File: config.mk
export PLATFORM = sky130hd
export DESIGN_NAME = demux_latch_259
export DESIGN_NICKNAME = d
export VERILOG_FILES = /design/src/rtl/demux_latch_259.sv
export SDC_FILE = /design/constraint.sdc
export NUM_CORES = 1
export LEC_CHECK = 0
export ABC_AREA = 0
export CAP_MARGIN = 0
export CORE_MARGIN = 2
export CORE_UTILIZATION = 50
export CTS_CLUSTER_SIZE = 8
export DETAILED_ROUTE_END_ITERATION = 10
export HOLD_SLACK_MARGIN = 0.12
export PLACE_DENSITY = 0.87
export SYNTH_ARGS = -nofsm -noshare
export SYNTH_HDL_FRONTEND = slang
export SYNTH_SLANG_ARGS = --single-unit
File: constraint.sdc
create_clock -name clk -period 3.5 [get_ports clk]
set_clock_uncertainty 0.2 [all_clocks]
set_input_delay 0.525 -clock clk [delete_from_list [all_inputs] [get_ports clk]]
set_output_delay 0.525 -clock clk [all_outputs]
set_load 0.02 [all_outputs]
File: src/rtl/demux_latch_259.sv
// Addressable 8-bit latch (74LS259-style) with an auto-scan mode that
// reassembles an LSB-first serial stream into bytes and flags each frame.
module demux_latch_259 (
    input  logic       clk,
    input  logic       rst,
    input  logic       e,
    input  logic       c,
    input  logic       a,
    input  logic [2:0] s,
    input  logic       d,
    output logic [7:0] q,
    output logic       v,
    output logic [2:0] cnt
);

    localparam int unsigned W_Q   = 8;
    localparam int unsigned W_CNT = 3;
    localparam int unsigned W_SH  = 7;

    logic [W_Q-1:0]   r_q;
    logic [W_SH-1:0]  r_shadow;
    logic [W_CNT-1:0] r_cnt;
    logic             r_v;

    logic [W_Q-1:0]   w_q_nxt;
    logic [W_SH-1:0]  w_shadow_nxt;
    logic [W_CNT-1:0] w_cnt_nxt;
    logic             w_v_nxt;
    logic [W_Q-1:0]   w_sel_mask;
    logic [W_Q-1:0]   w_sel_data;

    // Decoded one-hot select and the data bit placed at that position
    assign w_sel_mask = W_Q'(1) << s;
    assign w_sel_data = W_Q'(d) << s;

    // Next-state selection for both addressed and auto-scan modes
    always_comb begin
        w_q_nxt      = r_q;
        w_shadow_nxt = r_shadow;
        w_cnt_nxt    = r_cnt;
        w_v_nxt      = 1'b0;
        if (!a) begin
            // Addressed mode: any partial auto frame is discarded
            w_cnt_nxt    = '0;
            w_shadow_nxt = '0;
            case ({e, c})
                2'b01:   w_q_nxt = (r_q & ~w_sel_mask) | w_sel_data;
                2'b00:   w_q_nxt = w_sel_data;
                2'b10:   w_q_nxt = '0;
                default: w_q_nxt = r_q;
            endcase
        end else if (!c) begin
            w_q_nxt      = '0;
            w_cnt_nxt    = '0;
            w_shadow_nxt = '0;
        end else if (!e) begin
            if (r_cnt == W_CNT'(7)) begin
                // Last bit of the frame completes the word on this same edge
                w_q_nxt      = {d, r_shadow};
                w_cnt_nxt    = '0;
                w_shadow_nxt = '0;
                w_v_nxt      = 1'b1;
            end else begin
                for (int i = 0; i < int'(W_SH); i++) begin
                    if (r_cnt == W_CNT'(i)) begin
                        w_shadow_nxt[i] = d;
                    end
                end
                w_cnt_nxt = r_cnt + W_CNT'(1);
            end
        end
    end

    // State registers with synchronous reset
    always_ff @(posedge clk) begin
        if (rst) begin
            r_q      <= '0;
            r_shadow <= '0;
            r_cnt    <= '0;
            r_v      <= 1'b0;
        end else begin
            r_q      <= w_q_nxt;
            r_shadow <= w_shadow_nxt;
            r_cnt    <= w_cnt_nxt;
            r_v      <= w_v_nxt;
        end
    end

    assign q   = r_q;
    assign v   = r_v;
    assign cnt = r_cnt;

endmodule

* After elaboration in Yosys (flattened, before gate mapping)
Index checks and enable logic that the tools add are counted.
** Storage, ports and cells
- Register bits :: 19
** Operators by class
- Add/subtract/negate cells :: 1
- Equal/unequal tests :: 11
- Shift operators :: 2
- Muxes and demuxes :: 15
- Bitwise logic cells :: 6
- Reduce and logical (&&, ||, !) cells :: 20
** Operators by type and width (number)
- $mux W8 :: 4
- $pmux W8 S3 :: 1
- $reduce_and A2 Y1 :: 7
- $reduce_bool A2 Y1 :: 7
- $eq A3 B3 Y1 const B :: 4
- $and A8 B8 Y8 :: 1
- $mux W1 :: 8
- $not A8 Y8 :: 1
- $or A8 B8 Y8 :: 1
- $shl A1 B3 Y8 :: 1
- $shl A1 B3 Y8 const A :: 1
- $mux W7 :: 1
- $eq A3 B2 Y1 const B :: 2
- $reduce_bool A4 Y1 :: 1
- $reduce_or A4 Y1 :: 1
- $add A3 B1 Y3 const B :: 1
- $eq A3 B1 Y1 const B :: 1
- $logic_not A3 Y1 :: 1
- $mux W3 :: 1
- $ne A3 B2 Y1 const B :: 1
- $ne A3 B3 Y1 const B :: 1
- $not A1 Y1 :: 3
- $reduce_and A3 Y1 :: 1
- $reduce_or A3 Y1 :: 1
- other kinds (3) :: 3

* Logic depth before layout (Yosys ltp)
Gate-level depths: netlist (run 1).
- Word-level depth :: 6
- Depth in mapped cells :: 6

* Worst setup path after synthesis (run 1)
OpenSTA, ideal clock, no wires.
- Path type :: register -> register
- Start point :: register r_cnt[0] (netlist: cnt[0])
- End point :: register r_q[0] (netlist: q[0])
- Setup time :: 0.091 ns
- Arrival :: 1.675 ns
- Required time :: 3.209 ns
- Setup slack :: 1.534 ns
- Stages on the path, launching flop included :: 7
- Path buffers :: 0
- Period minus slack after synthesis :: 1.966 ns
- Cells stage by stage :: dfxtp_1 -> ha_1 -> ha_1 -> nor2b_1 -> o21ai_1 -> nor2_1 -> a311oi_1
** Between the ends
- Longest elaborated chain between the ends :: 3
** Ends and longest elaborated chain
- start: declaration :: line 22 : logic [W_CNT-1:0] r_cnt;
- start signal: assignment :: line 84 : r_cnt <= w_cnt_nxt;
- $eq A3 B3 Y1 :: line 57 : if (r_cnt == W_CNT'(7)) begin
- $ne A3 B2 Y1 (no source line)
- $reduce_and A3 Y1 (no source line)
- end signal: assignment :: line 82 : r_q <= w_q_nxt;
- end: declaration :: line 20 : logic [W_Q-1:0] r_q;
Every way passes these cells.
A chain may end at the register's enable or synchronous reset.

* Worst setup path in the final report (run 1)
- Start point :: register r_cnt[0] (netlist: cnt[0])
- End point :: register r_q[3] (netlist: q[3])
The elaborated chain is that of the path after synthesis.

==> key figures, run 1 <==
Run status
  – Run status: completed

Finish
  – Layout cells sized above 1: 8.23%
  – Commonest non-fill, non-tap cell in the layout: clkdlybuf4s50_1
  – Post-route cell area: 1360 um^2
  – Final core utilization: 62.9%
  – Layout net count: 174
  – Ant diodes: 0
  – Area Growth Syn to Fin: 21.4%
  – Fillers: 215
  – Most frequent cells in the layout: 20 x clkdlybuf4s50_1, 19 x dfxtp_1, 17 x nor2_1

Yosys
  – Net Count, Synth: 156
  – Post-synthesis compound-gate area fraction: 23.8%
  – Sequential cell area fraction in the yosys report: 33.9%
  – Synth Area in XOR/XNOR: 0%
  – Post-Syn Area per Cell: 7.97 um^2
  – Synth Area in Simple Gates: 25.4%
  – FF+latch count, synth: 19
  – Mapped Cells: 141
  – Mapped cell area: 1120 um^2
  – Synth warnings: 0
  – Mux cell area share after synthesis: 4.57%
  – Fraction of the mapped netlist area in adder cells: 6.68%
  – Count of cell types in the netlist: 31
  – Largest family of logic cells by synthesized area: simple AND/OR/NAND/NOR gates

STA
  – Fmax: 416 MHz
  – Final number of hold-violating endpoints: 0
  – WHS: 0.286 ns
  – Setup TNS Final: 0 ns
  – RSZ-0062 raised after global routing: false
  – Final Cycle Share: 68.8%
  – Slew Limit Headroom: 60.0%
  – Worst Tran Pin Value: 0.596 ns
  – Fin. max-slew vios: 0
  – Tmin final: 2.41 ns
  – # setup viols final: 0

Power and ir drop
  – Sw frac: 28.8%
  – Sequential share of power: 53.8%
  – Total design power: 0.422 mW
  – Maximum vdd drop: 0.238 mV
  – PwrDens: 309 nW/um^2
  – Switch Pwr: 0.122 mW
  – Combinational power share: 18.1%
  – P_int: 0.300 mW
  – Clk pwr share: 28.1%
  – P_leak: 0.480 nW

Global routing
  – Overflow after GRT: 0
  – Antenna violations before repair: 0
  – Vias in the first global route: 994
  – First-pass GRT wire length: 4110 um
  – Largest net degree at the start of global routing: 18
  – Tot GR Track Use: 20.6%

Worst setup path
  – Reg2reg end: q[3]
  – RR Startpoint: cnt[0]
  – CP startpoint kind: register
  – Critical Path Most Common Cell: ha_1
  – Worst-path maximum fanout: 17
  – CP arrival: 2.44 ns
  – WP data required: 3.53 ns
  – Slowest CP cell: ha_1
  – Reg2reg setup slack: 1.09 ns
  – Worst path cell trace: ha_1, ha_1, nor2b_1, o21ai_1, nor2_1, a311oi_1
  – Setup CP Type: reg2reg
  – CP max stage delay: 0.52 ns
  – Worst Setup End Kind: register
  – Bufs and invs on worst path: 0
  – Family with the most delay on the worst path: adder cells
  – Reg2Reg Depth: 6

Floorplanning
  – # rows: 17
  – IO Count: 21
  – Die area: 2640 um^2
  – Core area: 2170 um^2
  – Die width: 51.4 um
  – Initial core utilization: 51.8%
  – Die H: 51.4 um

Clock network
  – TritonCTS Sinks: 19
  – Post-cts gate resize count: 0
  – Post-CTS Setup Bufs: 0
  – TritonCTS buffer count: 3
  – CTS H-Tree Depth: 1
  – Max clock buf depth: 2
  – Reg clk slew, reported paths: 0.11 ns
  – CTS root buf: clkbuf_4
  – Worst skew pair latency: 0.31 ns
  – CTS tree: yes
  – Hold_buf cts: 0

Worst hold path
  – Worst Hold End: r_shadow[3]
  – Worst Hold Launch: r_shadow[3]
  – Hold Path Cell Cnt: 2
  – Hold Path Class: reg2reg

Route
  – Iteration-0 DRC Markers: 15
  – DR vias: 1073
  – Drt total wl: 2460 um
  – Drt wl/cell: 13.2 um
  – DR pass1 iterations: 4
  – Drt drc: 0
  – Vias per std cell: 5.77
  – Routed Antenna Nets: 0

Placement
  – Post-DP HPWL: 1820 um
  – Placed Area: 1340 um^2
  – IO buf count: 20
  – Routability cong.: 0.884

Run
  – Number of max-cap violations: 0
logic make-up (layout without fill, tap and decap cells):
group / after synthesis / count (layout)
compound gates: 39 / 39
fa+ha+maj: 6 / 6
mux: 5 / 5
flops: 19 / 19
buf+inv: 17 / 34
simple gates: 55 / 55
worst register-to-register path: cells and delay by family (launching register included):
kind                     cells  cell delay (ns)
AO/OA/AOI/OAI                2             0.74
adder cells (fa/ha/maj)      2             0.75
flip-flops                   1             0.44
AND/OR/NAND/NOR              2             0.19
cell usage after synthesis:
library cell,n,area share [%]
dfxtp_1,19,34
nor2_1,17,5.7
a21oi_1,16,7.1
clkbuf_1,8,2.7
inv_1,8,2.7
nand2b_1,8,4.5
nand3_1,7,3.1
ha_1,6,6.7
nand2_1,6,2.0
o21ai_0,6,2.7
mux2i_1,4,3.6
nor3_1,4,1.8
a21boi_0,3,2.0
nand3b_1,3,2.0
o221a_2,3,3.0
a311oi_1,2,1.6
nor2b_1,2,1.1
nor3b_1,2,1.3
o211a_1,2,1.8
o221ai_1,2,1.6
or3_1,2,1.1
or3b_2,2,1.6
a211o_4,1,1.6
a211oi_1,1,0.67
inv_2,1,0.33
mux2_2,1,1.0
nor4_1,1,0.56
o211ai_1,1,0.67
o21ai_1,1,0.45
o311ai_0,1,0.78
or4_1,1,0.67
worst max path at each step:
stage	startpoint	endpoint	slack (ns)	cells past startpoint
3_5_place_dp	c	q[0]	0.99	5
6_report	cnt[0]	q[3]	1.09	6
2_1_floorplan	cnt[0]	q[0]	1.53	6
5_1_grt	cnt[0]	q[0]	0.85	6
4_1_cts	cnt[0]	q[0]	1.09	6
3_3_place_gp	c	q[0]	1.04	5
power by group through the flow:
stage / sequential, mW / clock, mW / combinational (mW)
global placement: 0.232 / 0 / 0.0741
CTS: 0.227 / 0.119 / 0.0759
finish: 0.227 / 0.119 / 0.0762
floorplan: 0.238 / 0 / 0.0377
global route: 0.228 / 0.126 / 0.0837
detailed placement: 0.232 / 0 / 0.0757
area by class of cell:
| type | count | area (um^2) | share of cell area, % |
|---|---|---|---|
| well taps | 28 | 35.0 | 2.57 |
| clock buffers | 3 | 22.5 | 1.65 |
| repair buffers | 21 | 208 | 15.2 |
| multi-input cells | 105 | 679 | 49.8 |
| flip-flops and latches | 19 | 380 | 27.9 |
| inverters | 9 | 33.8 | 2.48 |
| clock inverters | 1 | 5.00 | 0.367 |
state kept, by name (all words and copies together), names as in the netlist:
| name | count |
|---|---|
| r_shadow | 7 |
| v | 1 |
| q | 8 |
| cnt | 3 |
layer usage:
| metal | part of all wire, % | up-vias | track usage [%] |
|---|---|---|---|
| met2 | 50 | 41 | 37.8 |
| met5 | 0 | - | 0 |
| met4 | 0.33 | 0 | 5.70 |
| met1 | 42 | 496 | 22.2 |
| li1 | - | 534 | - |
| met3 | 7.6 | 2 | 7.02 |
stage by stage:
| step | setup slack, ns | instances |
|---|---|---|
| 2_1_floorplan | 1.53 | 141 |
| 3_3_place_gp | 1.04 | 182 |
| 3_5_place_dp | 0.986 | 182 |
| 4_1_cts | 1.09 | 186 |
| 5_1_grt | 0.848 | 186 |
| 6_report | 1.09 | 186 |
No activity file was read; power rests on OpenSTA's default activity.
==> inputs of run 2 (changes only) <==
- CORE_UTILIZATION: 50 -> 46
- PLACE_DENSITY: 0.87 -> 0.85
- clock period: 3.5 -> 2 ns (I/O delays scaled with it)
==> run 2 against run 1 <==
  * Clock power up 66%
  * Via count up 6.6%
  * Worst setup slack worse by 0.97 ns
  * Hold slack worse by 0.0026 ns
  * Count of clock-buffer cells in the layout unchanged
  * Utilization up 3.7 points
  * First-iteration DRC count rose to 3.2 times the previous value
  * Sequential cell count unchanged
  * Die area up 8.0%
  * Cell area up 10%
  * Global-route usage up 0.40 points
  * Sequential share of layout area down 2.5 points
  * Critical path type is now reg2out
  * Largest power group unchanged
  * Highest routed layer unchanged
==> key figures, run 2 (synthesis results as in run 1) <==
Run status
  – Run status: completed

Route
  – Met2 Routed Length: 1290 um
  – DR pass1 iterations: 4
  – Met3 wire len: 105 um
  – Max Used Layer: met4
  – Drt drc: 0
  – Drt total wl: 2670 um
  – Met1 wire length: 1230 um
  – Routed Antenna Nets: 0
  – Vias per std cell: 5.64
  – Iteration-0 DRC Markers: 48
  – Drt wl/cell: 13.2 um
  – DR vias: 1144

Placement
  – DP Worst Slack: -0.143 ns
  – Post-DP HPWL: 2070 um
  – Post-Place Cells: 199
  – Routability cong.: 0.868
  – Placed Area: 1460 um^2
  – IO buf count: 20

Power and ir drop
  – Sequential share of power: 52.7%
  – Switch Pwr: 0.210 mW
  – Maximum vdd drop: 0.371 mV
  – Total design power: 0.752 mW
  – PwrDens: 501 nW/um^2
  – Combinational power share: 21.0%
  – Sw frac: 27.9%
  – P_leak: 0.564 nW
  – Clk pwr share: 26.3%
  – P_int: 0.543 mW

Finish
  – Max FFs per register: 8
  – Layout cells sized above 1: 18.9%
  – Post-route cell area: 1500 um^2
  – Most frequent cells in the layout: 20 x clkdlybuf4s50_1, 18 x dfxtp_1, 18 x buf_4
  – Final core utilization: 66.6%
  – Commonest non-fill, non-tap cell in the layout: clkdlybuf4s50_1
  – Layout net count: 191
  – Area Growth Syn to Fin: 33.6%
  – Ant diodes: 0
  – Fin cells: 203

Floorplanning
  – Die area: 2850 um^2
  – Die H: 53.4 um
  – Die width: 53.4 um
  – Initial core utilization: 49.8%
  – IO Count: 21
  – # rows: 17
  – Core area: 2250 um^2

Worst setup path
  – Worst Setup End Kind: primary output
  – Setup CP Type: reg2out
  – Worst-path maximum fanout: 5
  – CP startpoint kind: register
  – CP arrival: 1.38 ns
  – WP data required: 1.50 ns

STA
  – # setup viols final: 0
  – Tmin final: 1.88 ns
  – Fin. max-slew vios: 0
  – Setup TNS Final: 0 ns
  – Final Cycle Share: 94.0%
  – Fmax: 532 MHz
  – Final number of hold-violating endpoints: 0
  – Setup WS post-layout: 0.121 ns
  – WHS: 0.283 ns
  – Slew Limit Headroom: 78.2%
  – RSZ-0062 raised after global routing: false
  – Worst Tran Pin Value: 0.323 ns

Clock network
  – Reg clk slew, reported paths: 0.11 ns
  – TritonCTS buffer count: 3
  – CTS H-Tree Depth: 1
  – CTS tree: yes
  – Max clock buf depth: 2
  – Post-CTS Setup Bufs: 0
  – CTS root buf: clkbuf_4
  – Worst skew pair latency: 0.29 ns
  – TritonCTS Sinks: 19

Global routing
  – Antenna violations before repair: 0
  – Vias in the first global route: 1054
  – Tot GR Track Use: 21.0%
  – First-pass GRT wire length: 4460 um
  – Largest net degree at the start of global routing: 26
  – Overflow after GRT: 0

Run
  – Number of max-cap violations: 0

Worst hold path
  – Hold Path Class: reg2reg
run 2: cell types whose count changed in the layout (fill, tap and decap cells not counted), sizes merged:
cell  previous run  this run
buf              1        18
run 2: final timing paths:
check         startpoint     endpoint  slack (ns)  cells after the start
max               cnt[0]       cnt[0]        0.12                      2
min          r_shadow[5]  r_shadow[5]        0.28                      2
max reg2reg       cnt[1]         q[7]        0.18                      7
min reg2reg  r_shadow[5]  r_shadow[5]        0.28                      2
run 2: layout make-up:
class / instances / area [um^2]
clock buffer: 3 / 22.5
clock inverter: 1 / 5.00
fill: 195 / 753
inverter: 9 / 33.8
multi-input combinational: 105 / 688
sequential: 19 / 382
tap: 28 / 35.0
timing repair buffer: 38 / 335
run 2: what timing repair did:
action,in CTS,in global routing
hold buffers,0,0
setup endpoints to repair,0,3
gates resized for setup,0,3
run 2: per-layer routing:
metal / vias up / track usage (%)
li1: 570 / -
met1: 540 / 27.2
met2: 28 / 34.6
met3: 6 / 3.11
met4: 0 / 8.55
met5: - / 0
run 2: critical path, cell delays in order, from the launching register on:
cell,delay (ns)
dfxtp_1,0.35
buf_4,0.13
clkdlybuf4s50_1,0.60
run 2: power groups by stage:
| stage | logic [mW] | clock network, mW | registers [mW] |
|---|---|---|---|
| 2_1_floorplan | 0.0659 | 0 | 0.417 |
| 3_3_place_gp | 0.151 | 0 | 0.405 |
| 3_5_place_dp | 0.155 | 0 | 0.405 |
| 4_1_cts | 0.156 | 0.198 | 0.397 |
| 5_1_grt | 0.170 | 0.222 | 0.398 |
| 6_report | 0.158 | 0.198 | 0.397 |
==> inputs of run 3 (changes only) <==
- CTS_CLUSTER_DIAMETER: unset -> 80
==> results of run 3 <==
Final layout, timing and power as in run 2 (identical DEF).
